**src/rtl/mem_port_arbiter.sv**
```systemverilog
// Arbitrates one single-ported unified memory between instruction fetch and data access.
// The data side has fixed priority; each access runs IDLE -> BUSY -> DONE with no preemption.
module mem_port_arbiter #(
  parameter int MEM_LAT = 2,
  parameter int CNT_W   = 8
) (
  input  logic             clk,
  input  logic             rst,
  input  logic             if_req,
  input  logic [31:0]      if_addr,
  output logic [31:0]      if_rdata,
  output logic             if_valid,
  input  logic             dm_req,
  input  logic             dm_we,
  input  logic [31:0]      dm_addr,
  input  logic [31:0]      dm_wdata,
  output logic [31:0]      dm_rdata,
  output logic             dm_valid,
  output logic             stall_if,
  output logic             stall_dm,
  output logic             mem_en,
  output logic             mem_we,
  output logic [31:0]      mem_addr,
  output logic [31:0]      mem_wdata,
  input  logic [31:0]      mem_rdata,
  output logic [CNT_W-1:0] conflict_cnt
);

  localparam int LW = $clog2(MEM_LAT + 1);

  localparam logic [1:0] S_IDLE = 2'd0;
  localparam logic [1:0] S_BUSY = 2'd1;
  localparam logic [1:0] S_DONE = 2'd2;

  localparam logic OWN_IF = 1'b0;
  localparam logic OWN_DM = 1'b1;

  logic [1:0]       state_q, state_d;
  logic             owner_q, owner_d;
  logic [LW-1:0]    lat_cnt_q, lat_cnt_d;
  logic             mem_en_q, mem_en_d;
  logic             mem_we_q, mem_we_d;
  logic [31:0]      mem_addr_q, mem_addr_d;
  logic [31:0]      mem_wdata_q, mem_wdata_d;
  logic [31:0]      if_rdata_q, if_rdata_d;
  logic [31:0]      dm_rdata_q, dm_rdata_d;
  logic             if_valid_q, if_valid_d;
  logic             dm_valid_q, dm_valid_d;
  logic [CNT_W-1:0] conflict_cnt_q, conflict_cnt_d;

  always_comb begin
    state_d        = state_q;
    owner_d        = owner_q;
    lat_cnt_d      = lat_cnt_q;
    mem_en_d       = 1'b0;
    mem_we_d       = 1'b0;
    mem_addr_d     = mem_addr_q;
    mem_wdata_d    = mem_wdata_q;
    if_rdata_d     = if_rdata_q;
    dm_rdata_d     = dm_rdata_q;
    if_valid_d     = 1'b0;
    dm_valid_d     = 1'b0;
    conflict_cnt_d = conflict_cnt_q;

    case (state_q)
      S_IDLE: begin
        if (if_req && dm_req) conflict_cnt_d = conflict_cnt_q + CNT_W'(1);
        lat_cnt_d = '0;
        if (dm_req) begin
          owner_d     = OWN_DM;
          mem_en_d    = 1'b1;
          mem_we_d    = dm_we;
          mem_addr_d  = dm_addr;
          mem_wdata_d = dm_wdata;
          state_d     = S_BUSY;
        end else if (if_req) begin
          owner_d    = OWN_IF;
          mem_en_d   = 1'b1;
          mem_addr_d = if_addr;
          state_d    = S_BUSY;
        end
      end
      S_BUSY: begin
        // mem_we_q is still set only during C0, so it marks a store completing in one cycle
        if (lat_cnt_q == '0 && mem_we_q) begin
          dm_valid_d = 1'b1;
          state_d    = S_DONE;
        end else if (lat_cnt_q == LW'(MEM_LAT)) begin
          if (owner_q == OWN_DM) begin
            dm_rdata_d = mem_rdata;
            dm_valid_d = 1'b1;
          end else begin
            if_rdata_d = mem_rdata;
            if_valid_d = 1'b1;
          end
          state_d = S_DONE;
        end else begin
          lat_cnt_d = lat_cnt_q + LW'(1);
        end
      end
      default: state_d = S_IDLE;
    endcase
  end

  always_ff @(posedge clk) begin
    if (rst) begin
      state_q        <= S_IDLE;
      owner_q        <= OWN_IF;
      lat_cnt_q      <= '0;
      mem_en_q       <= 1'b0;
      mem_we_q       <= 1'b0;
      mem_addr_q     <= '0;
      mem_wdata_q    <= '0;
      if_rdata_q     <= '0;
      dm_rdata_q     <= '0;
      if_valid_q     <= 1'b0;
      dm_valid_q     <= 1'b0;
      conflict_cnt_q <= '0;
    end else begin
      state_q        <= state_d;
      owner_q        <= owner_d;
      lat_cnt_q      <= lat_cnt_d;
      mem_en_q       <= mem_en_d;
      mem_we_q       <= mem_we_d;
      mem_addr_q     <= mem_addr_d;
      mem_wdata_q    <= mem_wdata_d;
      if_rdata_q     <= if_rdata_d;
      dm_rdata_q     <= dm_rdata_d;
      if_valid_q     <= if_valid_d;
      dm_valid_q     <= dm_valid_d;
      conflict_cnt_q <= conflict_cnt_d;
    end
  end

  assign if_rdata     = if_rdata_q;
  assign dm_rdata     = dm_rdata_q;
  assign if_valid     = if_valid_q;
  assign dm_valid     = dm_valid_q;
  assign stall_if     = if_req & ~if_valid_q;
  assign stall_dm     = dm_req & ~dm_valid_q;
  assign mem_en       = mem_en_q;
  assign mem_we       = mem_we_q;
  assign mem_addr     = mem_addr_q;
  assign mem_wdata    = mem_wdata_q;
  assign conflict_cnt = conflict_cnt_q;

endmodule

```
**config.mk**
```make
export PLATFORM = sky130hd
export DESIGN_NAME = mem_port_arbiter
export DESIGN_NICKNAME = d
export VERILOG_FILES = /design/src/rtl/mem_port_arbiter.sv
export SDC_FILE = /design/constraint.sdc
export NUM_CORES = 1
export LEC_CHECK = 0
export CORE_MARGIN = 2
export CORE_UTILIZATION = 30
export CTS_CLUSTER_DIAMETER = 150
export CTS_CLUSTER_SIZE = 8
export DETAILED_ROUTE_END_ITERATION = 10
export GPL_TIMING_DRIVEN = 0
export PLACE_DENSITY = 0.62
export SLEW_MARGIN = 40
export SYNTH_ARGS = -nofsm -noshare
export SYNTH_HDL_FRONTEND = slang
export SYNTH_SLANG_ARGS = --single-unit
```
**constraint.sdc**
```tcl
create_clock -name clk -period 2.9 [get_ports clk]
set_input_delay 0.58 -clock clk [delete_from_list [all_inputs] [get_ports clk]]
set_output_delay 0.58 -clock clk [all_outputs]
set_load 0.1 [all_outputs]
```
==> run_results.csv <==
group,metric,value,unit
status,status,"finished clean",
drt,dr.pass1.iters,5,
critical_path,cp.required,2.32,ns
cts,cts.sinks,145,
drt,routed_wl,21700,um
global_route,grt_max_degree,17,
sta,slew_violations,0,
yosys,synth_edf_count,0,
die,start_util,0.306,
power_and_ir_drop,max-vdd-ir-drop,0.000390,V
drt,initialDrtViolationCount,405,
sta,skew,0.00969,ns
critical_path,crit_chain,"buf_4 -> buf_1 -> nor2b_2 -> buf_2",
final_layout,nets,1109,
sta,clock.fmax,392,MHz
final_layout,layout_common_cells,"154 x buf_2, 145 x dfxtp_1, 139 x a21oi_1",
critical_path,cp-end-kind,"output port",
final_layout,area_growth,50.1,%
yosys,synth.distinct_cells,29,
power_and_ir_drop,p_per_area,657,mW/mm2
die,ios,275,
global_route,grtUsageTotal,0.199,
yosys,seq_area_frac_synth,0.485,
final_layout,postLayoutCoreUtil,0.460,
sta,worst_pin_slew,0.757,ns
critical_path,cp_num_buf_inv,3,
yosys,syn_nets,818,
sta,period_needed,2.55,ns
final_layout,final_area,0.00898,mm2
yosys,yosysWarnings,0,
placement,placed_cell_area,0.00833,mm2
global_route,antenna_found_initial,0,
cts,cts_buffers,17,
sta,hold_slack,0.448,ns
yosys,synth_flop_cell,"dfxtp_1",
power_and_ir_drop,total_power,5.90,mW
global_route,grt_overflow_total,0,
run,drv_cap,0,
die,rows,51,
cts,post_cts_resized,0,
cts,clk_path_buf_depth,2,
placement,dp.final_hpwl,16300,um
die,dieWidth,145,um
die,coreArea,0.0195,mm2
critical_path,worstPathArrival,1.97,ns
yosys,ys_ff_latch,145,
final_layout,drive_gt1_frac,0.193,
critical_path,critPathSlowestCell,"buf_1",
cts,hold_buffers,0,
drt,drc,0,
sta,maxSlewHeadroom,0.496,
critical_path,crit_fanout,10,
drt,viasPerCell,5.09,
final_layout,stdcell_count,1251,
placement,globalplace.congestion,0.836,
global_route,grt_pass1_vias,6105,
critical_path,slowest_delay,0.54,ns
yosys,synth_cells,682,
cts,clkLatencyLatePin,0.42,ns
yosys,synthArstFlopShare,0,
drt,routedWlPerCell,17.4,um
yosys,yosysTopAreaCellShare,0.485,
drt,vias,6364,
yosys,syn-cell-area,0.00598,mm2
sta,setup_violations,0,
sta,final-hold-violation-count,0,
yosys,synth_area_leaders,"dfxtp_1 49%, a21oi_1 12%, o31ai_1 8.5%",
global_route,grt_first_pass_wirelength,33800,um
sta,finalCritPeriodShare,0.881,
cts,cts_max_level,4,
cts,root_buffer,"clkbuf_16",
yosys,avgSynthCellArea,8.77,um2
critical_path,path_class,"input port to output port",
placement,place_inst,1219,
die,die_area,0.0211,mm2
final_layout,diodes,0,
critical_path,start_kind,"input port",
cts,cts_setup_buffers,0,
power_and_ir_drop,leakage,3.53,nW
sta,rsz0062_at_grt,"false",
critical_path,critPathTopFamily,"buffers and inverters",
final_layout,nFillCells,1985,
min_path,min_path_type,"flip-flop to flip-flop",
drt,ant_nets,0,
final_layout,layout_commonest_cell,"buf_2",
yosys,yosysTopAreaCell,"dfxtp_1",
cts,path_clk_slew,0.06,ns
die,die_h,145,um
placement,numPortBuffers,272,
cts,cts_tree,"yes",
-- synth_stat cells, types with 4 or more instances --
| cell | instances |
|---|---|
| dfxtp_1 | 145 |
| a21oi_1 | 139 |
| clkbuf_1 | 65 |
| buf_1 | 5 |
| nand2_1 | 70 |
| buf_2 | 12 |
| inv_1 | 5 |
| nor2_1 | 4 |
| or4_1 | 4 |
| mux2i_1 | 32 |
| a211oi_1 | 34 |
| nand4_1 | 67 |
| o31ai_1 | 68 |
| nand3_1 | 5 |
-- final timing paths --
check / from / cells past startpoint / endpoint / slack [ns]
worst max register to register: lat_cnt_q[0] / 8 / dm_rdata[29] / 0.83
worst min-delay path: mem_wdata[31] / 2 / mem_wdata[31] / 0.45
worst min register to register: mem_wdata[31] / 2 / mem_wdata[31] / 0.45
worst max-delay path: dm_req / 4 / stall_dm / 0.35
-- sequential cells by signal, indices dropped and copies added (netlist names), 2 cells and up --
name and count:
conflict_cnt 8, lat_cnt_q 2, mem_addr 32, dm_rdata 32, state_q 2, if_rdata 32, mem_wdata 32
-- cells by family after synthesis --
group | after synthesis | share of synthesized area
AO/OA/AOI/OAI | 246 | 0.250
XOR/XNOR | 1 | 0.00146
adder cells (fa/ha/maj) | 3 | 0.00628
buffers and inverters | 88 | 0.0584
flip-flops | 145 | 0.485
multiplexers | 32 | 0.0536
AND/OR/NAND/NOR | 167 | 0.145
-- power breakdown --
part           switching, mW  internal (mW)  total, mW  leakage (nW)
Clock                  0.914           1.48       2.39         0.301
Combinational           1.03          0.342       1.37          2.04
Sequential            0.0485           2.08       2.13          1.18
Total                   1.99           3.90       5.90          3.53
-- metal layers --
metal / track usage / up-vias / part of all wire
met5: 0 / - / 0
met4: 0.0755 / 0 / 0.024
met3: 0.0443 / 32 / 0.060
met2: 0.311 / 235 / 0.46
met1: 0.267 / 2969 / 0.46
li1: - / 3128 / -
-- worst reg2reg max path: stages (launching register included) --
cell,delay (ns)
dfxtp_1,0.31
inv_1,0.09
ha_1,0.18
and2_1,0.13
clkbuf_1,0.15
clkbuf_1,0.37
buf_1,0.44
o31ai_1,0.15
a21oi_1,0.17
-- layout make-up --
type	instances	area, um2	area share
plain buffers	83	330	0.0368
inverters	5	18.8	0.00209
multi-input cells	449	2740	0.305
flip-flops and latches	145	2900	0.323
clock buffers	18	439	0.0489
well taps	265	332	0.0369
clock inverters	14	205	0.0229
repair buffers	272	2010	0.224
-- stage by stage --
step / setup WS (ns) / TNS [ns]
final: 0.346 / 0
after global routing: 0.215 / 0
after CTS: 0.336 / 0
after detailed placement: 0.337 / 0
after global placement: -0.382 / -0.596
after floorplan: 0.238 / 0
Power figures use the tool's default switching activity.
